**src/rtl/matbi_clock_pkg.sv**
```systemverilog
// Shared state encoding, field limits and default widths for the time keeper.
package matbi_clock_pkg;
  typedef enum logic [1:0] {ST_IDLE, ST_RUN, ST_LOAD} state_t;

  localparam int C_SEC_MAX  = 59;
  localparam int C_MIN_MAX  = 59;
  localparam int C_HOUR_MAX = 23;

  localparam int C_SEC_BIT  = 6;
  localparam int C_MIN_BIT  = 6;
  localparam int C_HOUR_BIT = 5;
endpackage

```
**src/rtl/matbi_mod_counter.sv**
```systemverilog
// Modulo-(P_MAX+1) counter with synchronous load; o_carry flags the wrap on an increment.
module matbi_mod_counter #(
  parameter int P_W   = 6,
  parameter int P_MAX = 59
) (
  input  logic           clk,
  input  logic           reset,
  input  logic           i_inc,
  input  logic           i_load,
  input  logic [P_W-1:0] i_load_val,
  output logic [P_W-1:0] o_value,
  output logic           o_carry
);
  logic [P_W-1:0] r_val;
  logic           w_at_max;

  assign w_at_max = (r_val == P_W'(P_MAX));
  assign o_carry  = i_inc & w_at_max;
  assign o_value  = r_val;

  always_ff @(posedge clk) begin
    if (!reset)      r_val <= '0;
    else if (i_load) r_val <= i_load_val;
    else if (i_inc)  r_val <= w_at_max ? '0 : r_val + 1'b1;
  end
endmodule

```
**src/rtl/matbi_time_keeper.sv**
```systemverilog
// HH:MM:SS time keeper: counts one-second ticks in RUN, accepts range-checked
// time-set requests through a one-cycle LOAD state.
module matbi_time_keeper
  import matbi_clock_pkg::*;
#(
  parameter int P_SEC_BIT  = C_SEC_BIT,
  parameter int P_MIN_BIT  = C_MIN_BIT,
  parameter int P_HOUR_BIT = C_HOUR_BIT
) (
  input  logic                  clk,
  input  logic                  reset,
  input  logic                  i_run_en,
  input  logic                  i_tick,
  input  logic                  i_set_valid,
  output logic                  o_set_ready,
  input  logic [P_SEC_BIT-1:0]  i_set_sec,
  input  logic [P_MIN_BIT-1:0]  i_set_min,
  input  logic [P_HOUR_BIT-1:0] i_set_hour,
  output logic [P_SEC_BIT-1:0]  o_sec,
  output logic [P_MIN_BIT-1:0]  o_minute,
  output logic [P_HOUR_BIT-1:0] o_hour,
  output logic                  o_day_tick,
  output logic                  o_set_err
);
  state_t r_state, w_next;

  logic [P_SEC_BIT-1:0]  r_stg_sec;
  logic [P_MIN_BIT-1:0]  r_stg_min;
  logic [P_HOUR_BIT-1:0] r_stg_hour;
  logic r_set_ready, r_day_tick, r_set_err;
  logic w_hs, w_cnt, w_in_range, w_load;
  logic w_sec_c, w_min_c, w_hour_c;

  assign w_hs  = i_set_valid & r_set_ready;
  // A set request wins over a tick arriving in the same cycle.
  assign w_cnt = (r_state == ST_RUN) & i_tick & ~w_hs;

  // Zero-extend to 32 bits so the check sees the full field width.
  assign w_in_range = (32'(r_stg_sec)  <= 32'(C_SEC_MAX)) &
                      (32'(r_stg_min)  <= 32'(C_MIN_MAX)) &
                      (32'(r_stg_hour) <= 32'(C_HOUR_MAX));
  assign w_load     = (r_state == ST_LOAD) & w_in_range;

  always_ff @(posedge clk) begin
    if (!reset) r_state <= ST_IDLE;
    else        r_state <= w_next;
  end

  always_comb begin
    w_next = r_state;
    case (r_state)
      ST_IDLE: if (w_hs) w_next = ST_LOAD; else if (i_run_en)  w_next = ST_RUN;
      ST_RUN:  if (w_hs) w_next = ST_LOAD; else if (!i_run_en) w_next = ST_IDLE;
      ST_LOAD: w_next = i_run_en ? ST_RUN : ST_IDLE;
      default: w_next = ST_IDLE;
    endcase
  end

  always_ff @(posedge clk) begin
    if (!reset) begin
      r_stg_sec   <= '0;
      r_stg_min   <= '0;
      r_stg_hour  <= '0;
      r_set_ready <= 1'b0;
      r_day_tick  <= 1'b0;
      r_set_err   <= 1'b0;
    end else begin
      if (w_hs) begin
        r_stg_sec  <= i_set_sec;
        r_stg_min  <= i_set_min;
        r_stg_hour <= i_set_hour;
      end
      r_set_ready <= (w_next != ST_LOAD);
      r_day_tick  <= w_hour_c;
      r_set_err   <= (r_state == ST_LOAD) & ~w_in_range;
    end
  end

  matbi_mod_counter #(.P_W(P_SEC_BIT), .P_MAX(C_SEC_MAX)) u_sec (
    .clk(clk), .reset(reset), .i_inc(w_cnt), .i_load(w_load),
    .i_load_val(r_stg_sec), .o_value(o_sec), .o_carry(w_sec_c));

  matbi_mod_counter #(.P_W(P_MIN_BIT), .P_MAX(C_MIN_MAX)) u_min (
    .clk(clk), .reset(reset), .i_inc(w_sec_c), .i_load(w_load),
    .i_load_val(r_stg_min), .o_value(o_minute), .o_carry(w_min_c));

  matbi_mod_counter #(.P_W(P_HOUR_BIT), .P_MAX(C_HOUR_MAX)) u_hour (
    .clk(clk), .reset(reset), .i_inc(w_min_c), .i_load(w_load),
    .i_load_val(r_stg_hour), .o_value(o_hour), .o_carry(w_hour_c));

  assign o_set_ready = r_set_ready;
  assign o_day_tick  = r_day_tick;
  assign o_set_err   = r_set_err;
endmodule

```
**config.mk**
```make
export PLATFORM = sky130hd
export DESIGN_NAME = matbi_time_keeper
export DESIGN_NICKNAME = d
export VERILOG_FILES = /design/src/rtl/matbi_clock_pkg.sv /design/src/rtl/matbi_mod_counter.sv /design/src/rtl/matbi_time_keeper.sv
export SDC_FILE = /design/constraint.sdc
export NUM_CORES = 1
export LEC_CHECK = 0
export BUFFER_PORTS_ARGS = -buffer_cell sky130_fd_sc_hd__buf_2
export CAP_MARGIN = 0
export CORE_ASPECT_RATIO = 1.25
export CORE_MARGIN = 2
export CORE_UTILIZATION = 56
export CTS_CLUSTER_SIZE = 25
export DETAILED_ROUTE_END_ITERATION = 8
export GPL_TIMING_DRIVEN = 0
export PLACE_DENSITY = 0.87
export SLEW_MARGIN = 30
export SYNTH_ARGS = -nofsm -noshare
export SYNTH_HDL_FRONTEND = slang
export SYNTH_SLANG_ARGS = --single-unit
```
**constraint.sdc**
```tcl
create_clock -name clk -period 5.6 [get_ports clk]
set_clock_uncertainty 0.1 [all_clocks]
set_input_delay 0.28 -clock clk [delete_from_list [all_inputs] [get_ports clk]]
set_output_delay 0.28 -clock clk [all_outputs]
set_load 0.05 [all_outputs]
```
== Word-level counts from Yosys, hierarchy flattened ==
Index checks and enable logic that the tools add are counted.
Storage, ports and cells
  register bits after elaboration: 39
Cells by class
  equality and inequality tests: 6
  add/sub/neg operators: 3
  reductions and logical operators: 4
  multiplexer cells: 15
  order comparisons: 3
  bitwise logic cells: 12
Operator list (count)
  $mux 6: 6
  $mux 5: 3
  $add 6x1->6 const B: 2
  $eq 6x6->1 const B: 2
  $le 6x6->1 const B: 2
  $and 1x1->1: 10
  $mux 2: 4
  $pmux 2 s3: 1
  $reduce_bool 2->1: 3
  $add 5x1->5 const B: 1
  $eq 5x5->1 const B: 1
  $le 5x5->1 const B: 1
  $eq 2x1->1 const B: 1
  $eq 2x2->1 const B: 1
  $logic_not 2->1: 1
  $ne 2x2->1 const B: 1
  $not 1->1: 2
  $mux 1: 1

== Depth between registers and ports, before layout ==
Gate-level depths: netlist (run 1).
  depth after elaboration: 7
  depth in mapped cells: 7
  mapped depth without buffers: 6

== Modules after synthesis ==
A second synthesis (run 1) with hierarchy kept.
Unflattened totals
  cell total of the unflattened synthesis: 224
  area, all modules: 2014.4 µm²
Modules (own cells, without submodules)
  matbi_time_keeper: area an instance 947.2 µm², instances 1, cells an instance 94
  matbi_mod_counter at u_min ...: area an instance 385.4 µm², instances 2, cells an instance 48
  matbi_mod_counter at u_hour: area an instance 296.5 µm², instances 1, cells an instance 34

== Worst setup path before layout (run 1) ==
Ideal clock, no wire load.
  path kind: reg-to-reg
  start: register u_sec.r_val[0], in the netlist u_sec.o_value[0]
  end: register u_hour.r_val[0], in the netlist u_hour.o_value[0]
  setup slack: 3.307 ns
  clock period less this slack: 2.293 ns
  setup time: 0.134 ns
  stages on the path, launching flop included: 7
  arrival: 2.059 ns
  path through: dfxtp_1 -> ha_1 -> nand2_1 -> or3_1 -> nor3_2 -> mux2i_1 -> a21oi_1
Between the ends
  longest elaborated chain between the ends: 4
RTL lines
  start, declared: line matbi_mod_counter.sv:14  | logic [P_W-1:0] r_val;
  start signal, assigned: line matbi_mod_counter.sv:23  | else if (i_load) r_val <= i_load_val;
  start signal, assigned: line matbi_mod_counter.sv:24  | else if (i_inc) r_val <= w_at_max ? '0 : r_val + 1'b1;
  $eq 6x6->1: line matbi_mod_counter.sv:17  | assign w_at_max = (r_val == P_W'(P_MAX));
  $and 1x1->1 (2 in series): line matbi_mod_counter.sv:18  | assign o_carry = i_inc & w_at_max;
  $reduce_bool 2->1 (no source line)
  end signal, assigned: line matbi_mod_counter.sv:23
  end signal, assigned: line matbi_mod_counter.sv:24
  end, declared: line matbi_mod_counter.sv:14
No other way between the ends.
A chain may end at the register's enable or synchronous reset.

== Worst setup path after layout (run 1) ==
  start: register u_sec.r_val[0], in the netlist u_sec.o_value[0]
  end: register u_min.r_val[5], in the netlist u_min.o_value[5]
Between the ends
  longest elaborated chain between the ends: 3
RTL lines (line)
  $eq 6x6->1: matbi_mod_counter.sv:17
  $and 1x1->1: matbi_mod_counter.sv:18
  $reduce_bool 2->1 (no source line)
  end signal, assigned: matbi_mod_counter.sv:23
  end signal, assigned: matbi_mod_counter.sv:24
  end, declared: matbi_mod_counter.sv:14
No other way between the ends.

==> results of run 1 <==
==> metrics by stage <==
stage | setup slack (ps) | power (mW) | hold WS (ps) | cell area (sq um)
3_3_place_gp | 3510 | 0.368 | 340 | 2030
2_1_floorplan | 3310 | 0.348 | 316 | 1780
4_1_cts | 3450 | 0.531 | 50.8 | 2100
3_5_place_dp | 3470 | 0.370 | 346 | 2030
5_1_grt | 3310 | 0.553 | 45.2 | 2100
6_report | 3450 | 0.532 | 49.5 | 2100
==> layer usage <==
layer  part of all wire [%]  routed length (microns)  global-route usage, %
met5                      0                        0                      0
met4                    1.1                       46                   9.69
met3                    5.8                      236                   6.05
met2                     50                     2040                   44.6
met1                     43                     1750                   31.2
==> power by group through the flow <==
stage	clock network [mW]	registers (mW)	logic, mW
after floorplan	0	0.319	0.0288
after global placement	0	0.304	0.0637
after detailed placement	0	0.305	0.0652
after CTS	0.167	0.298	0.0653
after global routing	0.180	0.300	0.0724
final	0.168	0.299	0.0654
==> critical path, delay by kind of cell, from the launching register on <==
family | cells | cell delay [ps]
compound gates | 1 | 160
fa+ha+maj | 1 | 240
flops | 1 | 420
simple gates | 4 | 1170
==> cell usage in the layout (no fill, tap or decap), types with 2 or more instances in the layout <==
cell      count
a31oi_1       4
buf_6         2
nand4_1       5
mux2i_1       5
or3_1         4
buf_2        41
nor3_2        3
nand3_1       9
xnor2_1       2
xor2_1        3
nor2b_1       4
ha_1          3
nor3_1        4
nand2_1      51
clkbuf_4      5
dfxtp_1      39
and3_1        3
a21oi_1      27
o21ai_0      11
clkbuf_8      2
a32oi_1       3
clkbuf_1      8
nor2_1       13
==> worst paths after layout <==
| kind | cells after the start | end | start |
|---|---|---|---|
| worst min-delay path | 3 | r_stg_hour[0] | i_set_hour[0] |
| worst min register to register | 2 | r_stg_hour[0] | r_stg_hour[0] |
| worst max-delay path | 6 | u_min.o_value[5] | u_sec.o_value[0] |
| worst max register to register | 6 | u_min.o_value[5] | u_sec.o_value[0] |
==> kinds of logic (layout without fill, tap and decap cells) <==
kind of cell,after synthesis,in the layout
flip-flops,39,39
adder cells (fa/ha/maj),3,3
AO/OA/AOI/OAI,53,53
AND/OR/NAND/NOR,102,102
buffers and inverters,11,60
multiplexers,5,5
XOR/XNOR,5,5
==> sequential cells by signal, summed over array words and instances, names as in the netlist <==
name and flops:
o_set_err 1, r_stg_sec 6, u_sec.o_value 6, r_stg_hour 5, o_set_ready 1, o_day_tick 1, r_state 2, r_stg_min 6
u_hour.o_value 5, u_min.o_value 6
==> area by class of cell <==
type,count,area (sq um),area share [%]
Clock buffer,7,65.1,3.10
Clock inverter,1,7.51,0.358
Inverter,1,3.75,0.179
Multi-Input combinational cell,168,938,44.7
Buffer,10,52.6,2.50
Sequential cell,39,781,37.2
Timing Repair Buffer,41,205,9.78
Tap cell,36,45.0,2.15
==> summary.txt, run 1 <==
outcome = finished, final reports clean
#FFs+latches synth = 39
post-synth cell types = 35
final worst path period need = 2150 ps
share of cells above drive strength 1 = 21.3%
Nets = 291
first-pass GRT wire length = 6920 microns
Worst path max stage delay = 540 ps
CTS Buffer Depth = 2
DRC = 0
total core area = 2970 sq um
HP Class = input pin to flop
P per Cell Area = 254 nW/um^2
CTS sink cnt = 39
most common cell in the netlist = nand2_1
initial antenna violation count = 0
total wire length = 4070 microns
post-synthesis instance total = 218
sw power = 149 uW
Starting Density = 59.7%
fillers = 259
Mapped Area = 1780 sq um
largest family of logic cells by synthesized area = simple AND/OR/NAND/NOR gates
mux share of post-synthesis cell area = 2.82%
diode count = 0
clock-pin slew on the worst setup and hold paths = 120 ps
Avg Vias per Cell = 5.68
DRT antenna net count = 0
detailed placer's ending HPWL = 3110 microns
max_cap viols = 0
Worst-Skew Late Latency = 350 ps
top cell type's share of synthesized area = 44.0%
Synth area leader = dfxtp_1
Final Non-Filler Cells = 303
Worst R2R Setup Slack = 3450 ps
RSZ-0062 raised after global routing = false
setup TNS = 0 ps
Initial DRC Count = 53
Area Growth Syn to Fin = 18.2%
worst path cell trace = ha_1 > nand2_1 > nor3_2 > nand2_1 > or4_1 > a31oi_1
Crit Path Category = flop to flop
fmax = 466 MHz
Mean Syn Cell Area = 8.14 sq um
Post-Synthesis Net Count = 243
final core utilization = 70.6%
Setup Buffers After CTS = 0
Post-Synth Adder-Cell Area = 2.11%
CP required = 5790 ps
final setup violation count = 0
Cell Rows = 22
most instantiated cells after synthesis = nand2_1 (51), dfxtp_1 (39), a21oi_1 (27)
DIE WIDTH = 54.4 microns
ranking of synthesized cells by area = dfxtp_1 (44%), nand2_1 (11%), a21oi_1 (7.6%), o21ai_0 (3.1%), mux2i_1 (2.8%)
XOR/XNOR Fraction of Synth Area = 2.47%
number of port buffers = 41
post-synthesis compound-gate area fraction = 17.5%
Tightest Pin Transition = 506 ps
final hold vios = 0
CTS tree = built
Leak = 0.857 nW
Slew Limit Fails = 0
CTS H-tree depth = 2
Switching Share = 28.0%
Crit path top cell by count = nand2_1
internal power = 383 uW
clock buffers created by TritonCTS = 5
combinational group share of total power = 12.3%
cts hold-fix bufs = 0
simple logic cell fraction of the synthesized area = 27.9%
fraction of registers with async set/reset = 0%
CTS root buffer = clkbuf_4
drt wl/cell = 13.4 microns
Post-synth EDFFs = 0
fin crit share = 38.3%
Post-synth top flop = dfxtp_1
CP endpoint kind = flop
die height = 67.0 microns
Pre-antenna DRT Iters = 4
Seq pwr share = 56.1%
Worst Path Arrival = 2340 ps
pin count of the biggest net entering global routing = 13
GPL Wtd Cong = 0.834
io pins = 42
placed insts = 295
CP Launch Type = flop
gr ovfl total = 0
power share of the clock group = 31.6%
number of synthesis warnings = 0
normalized max-slew margin = 66.3%
Tot GR Track Use = 26.2%
vias in the first global route = 1572
Crit Path Max Fanout = 7
cts repair resizes = 0
CP max stage cell = or4_1
Peak VDD IR = 0.208 mV
DR vias = 1721
die area = 3640 sq um
sequential share of the synthesized area = 44.0%
Note: power is estimated with default switching activity, not from simulation.
==> run 2: changes to the inputs <==
--- a/config.mk
+++ b/config.mk
@@ -5,15 +5,16 @@
 export SDC_FILE = /design/constraint.sdc
 export NUM_CORES = 1
 export LEC_CHECK = 0
+export ABC_AREA = 1
 export BUFFER_PORTS_ARGS = -buffer_cell sky130_fd_sc_hd__buf_2
 export CAP_MARGIN = 0
 export CORE_ASPECT_RATIO = 1.25
 export CORE_MARGIN = 2
-export CORE_UTILIZATION = 56
+export CORE_UTILIZATION = 49
 export CTS_CLUSTER_SIZE = 25
 export DETAILED_ROUTE_END_ITERATION = 8
 export GPL_TIMING_DRIVEN = 0
-export PLACE_DENSITY = 0.87
+export PLACE_DENSITY = 0.79
 export SLEW_MARGIN = 30
 export SYNTH_ARGS = -nofsm -noshare
 export SYNTH_HDL_FRONTEND = slang
==> constraint.sdc (replaced) <==
create_clock -name clk -period 1.9 [get_ports clk]
set_clock_uncertainty 0.1 [all_clocks]
set_input_delay 0.095 -clock clk [delete_from_list [all_inputs] [get_ports clk]]
set_output_delay 0.095 -clock clk [all_outputs]
set_load 0.05 [all_outputs]
==> run 2 against run 1 <==
  * Non-clock buffer count up 15
  * Worst setup slack worse by 3200 ps
  * The flow now finishes with violations (negative hold slack)
  * Sequential cell count did not move
  * Synthesized area up 15%
  * Routed wire length increased by 9.2%
  * Critical path depth grew 2
  * Register-to-register slack got worse by 3200 ps
  * Die area rose by 29%
  * Power grew to 3.3 times the previous value
  * Global-route usage down 5.8 points
  * First-iteration DRC count increased by 38%
==> summary.txt, run 2 <==
outcome = finished with violations
violated checks = negative hold slack
worst path cell trace = ha_1 > nand3_1 > nor2_4 > nand3_2 > nand2_2 > inv_2 > nor2_1 > nor2_1
fraction of registers with async set/reset = 0% (unchanged)
ranking of synthesized cells by area = dfxtp_1 (38%), nor2_1 (11%), nand2_1 (9.0%), nand3_1 (6.9%), o21ai_0 (5.7%)
most instantiated cells after synthesis = nor2_1 (59), nand2_1 (49), dfxtp_1 (39)
diode count = 0 (unchanged)
total wire length = 4450 microns (+9.2%)
total core area = 4030 sq um (+36%)
clock buffers created by TritonCTS = 5 (unchanged)
HP Class = input pin to flop
Area Growth Syn to Fin = 24.4%
number of port buffers = 40 (-2.4%)
CP max stage cell = dfxtp_1
Crit path top cell by count = nor2_1
Mapped Area = 2040 sq um (+15%)
Hold WS = -0.495 ps (-50.0 ps)
gr ovfl total = 0 (unchanged)
CP required = 1980 ps (-3810 ps)
CTS tree = built
Crit Path Category = flop to flop
Leak = 1.15 nW (+35%)
first-pass GRT wire length = 7620 microns (+10%)
share of cells above drive strength 1 = 19.2% (-2.2 points)
cts repair resizes = 0 (unchanged)
vias in the first global route = 1835 (+17%)
delay-heaviest family, CP = simple AND/OR/NAND/NOR gates
Power, Total = 1.73 mW (+230%)
fmax = 591 MHz (+27%)
pin count of the biggest net entering global routing = 12 (-1)
final setup violation count = 0 (unchanged)
CTS Buffer Depth = 2 (unchanged)
CTS sink cnt = 39 (unchanged)
final hold vios = 1 (+1)
#FFs+latches synth = 39 (unchanged)
most common cell in the netlist = nor2_1
CP endpoint kind = flop
number of synthesis warnings = 0 (unchanged)
Peak VDD IR = 0.589 mV (+180%)
Reg area = 781 sq um (unchanged)
Worst-Skew Late Latency = 280 ps (-70 ps)
Avg Vias per Cell = 4.98 (-12%)
P per Cell Area = 684 nW/um^2 (+170%)
Nets = 380 (+31%)
top cell type's share of synthesized area = 38.3% (-5.6 points)
Slew Limit Fails = 0 (unchanged)
Initial DRC Count = 73 (+38%)
Multi-input gate area = 1080 sq um (+15%)
initial antenna violation count = 0 (unchanged)
sequential share of the synthesized area = 38.3% (-5.6 points)
RSZ-0062 raised after global routing = false
CP Launch Type = flop
CP bufs+invs = 1 (+1)
io pins = 42 (unchanged)
Synth area leader = dfxtp_1
CTS root buffer = clkbuf_8
commonest cells after routing, fill and taps aside = nor2_1 (59), nand2_1 (49), buf_2 (42), dfxtp_1 (39), nand3_1 (28)
Pre-antenna DRT Iters = 4 (unchanged)
DRC = 0 (unchanged)
commonest non-fill, non-tap cell in the layout = nor2_1
Post-synth top flop = dfxtp_1
normalized max-slew margin = 69.1% (+2.8 points)
Tot GR Track Use = 20.5% (-5.8 points)
Setup Buffers After CTS = 0 (unchanged)
drt wl/cell = 10.8 microns (-19%)
GPL Wtd Cong = 0.833 (-0.14%)
Starting Density = 50.5% (-9.2 points)
Tightest Pin Transition = 464 ps (-41.8 ps)
Post-Synthesis Net Count = 319 (+31%)
die area = 4690 sq um (+29%)
clock-pin slew on the worst setup and hold paths = 70 ps (-50 ps)
Crit Path Max Fanout = 7 (unchanged)
Post-synth EDFFs = 0 (unchanged)
final worst path period need = 1690 ps (-455 ps)
die height = 76.1 microns (+14%)
setup TNS = 0 ps (unchanged)
max_cap viols = 0 (unchanged)
Worst Path Arrival = 1770 ps (-570 ps)
fin crit share = 89.0% (+51 points)
post-synthesis instance total = 294 (+35%)
DR vias = 2047 (+19%)
DIE WIDTH = 61.7 microns (+13%)
CTS H-tree depth = 2 (unchanged)
Cell Rows = 26 (+18%)
Mean Syn Cell Area = 6.93 sq um (-15%)
detailed placer's ending HPWL = 3220 microns (+3.5%)
Worst path max stage delay = 420 ps (-120 ps)
post-synth cell types = 27 (-23%)
fillers = 404 (+56%)
DRT antenna net count = 0 (unchanged)
==> run 2: what timing repair did <==
action,4_1_cts,5_1_grt
endpoints found under the hold margin,14,0
endpoints found under the setup margin,0,0
hold buffers,14,0
==> run 2: layer usage <==
layer,wire length (microns),track usage [%],up-vias
li1,-,-,1088
met1,1990,25.7,910
met2,2260,35.4,45
met3,145,3.57,4
met4,53,4.47,0
met5,0,0,-
==> run 2: final cells by class <==
| class | instances | share of cell area (%) |
|---|---|---|
| clock inverter | 1 | 0.197 |
| sequential | 39 | 30.8 |
| timing repair buffer | 54 | 13.4 |
| buffer | 12 | 2.76 |
| multi-input combinational | 214 | 42.5 |
| clock buffer | 6 | 3.26 |
| inverter | 29 | 4.29 |
| tap | 56 | 2.76 |
==> run 2: worst register-to-register path: cells and delay by family (launching register included) <==
kind / cells / cell delay (ps)
simple gates: 6 / 720
flops: 1 / 420
buf+inv: 1 / 70
fa+ha+maj: 1 / 280
==> run 2: logic make-up after synthesis <==
| logic type | Yosys count | synth area share, % |
|---|---|---|
| AND/OR/NAND/NOR | 163 | 38.4 |
| AO/OA/AOI/OAI | 46 | 11.8 |
| adder cells (fa/ha/maj) | 3 | 1.84 |
| flip-flops | 39 | 38.3 |
| buffers and inverters | 41 | 8.78 |
| XOR/XNOR | 2 | 0.860 |
==> run 2: worst paths after layout <==
| check | from | endpoint | slack (ps) | cells past startpoint |
|---|---|---|---|---|
| min reg2reg | r_stg_hour[1] | r_stg_hour[1] | 350 | 2 |
| min | i_set_hour[2] | r_stg_hour[2] | -0.5 | 3 |
| max | u_sec.o_value[0] | u_hour.o_value[1] | 210 | 8 |
| max reg2reg | u_sec.o_value[0] | u_hour.o_value[1] | 210 | 8 |
==> run 2: where the power goes <==
part / internal, mW / leakage (nW) / switching [mW]
logic: 0.104 / 0.787 / 0.173
registers: 0.860 / 0.319 / 0.0368
clock network: 0.285 / 0.0470 / 0.276
total: 1.25 / 1.15 / 0.486
==> run 2: metrics by stage <==
| step | util, % | worst slack (ps) | cells | cell area (sq um) | hold slack, ps |
|---|---|---|---|---|---|
| finish | 62.8 | 209 | 411 | 2530 | -0.495 |
| global route | 62.8 | 22.8 | 411 | 2530 | 45.7 |
| CTS | 62.8 | 206 | 411 | 2530 | 2.47 |
| detailed placement | 57.2 | 212 | 390 | 2310 | 234 |
| global placement | 57.2 | 241 | 390 | 2310 | 229 |
| floorplan | - | 16.9 | 294 | 2040 | 118 |
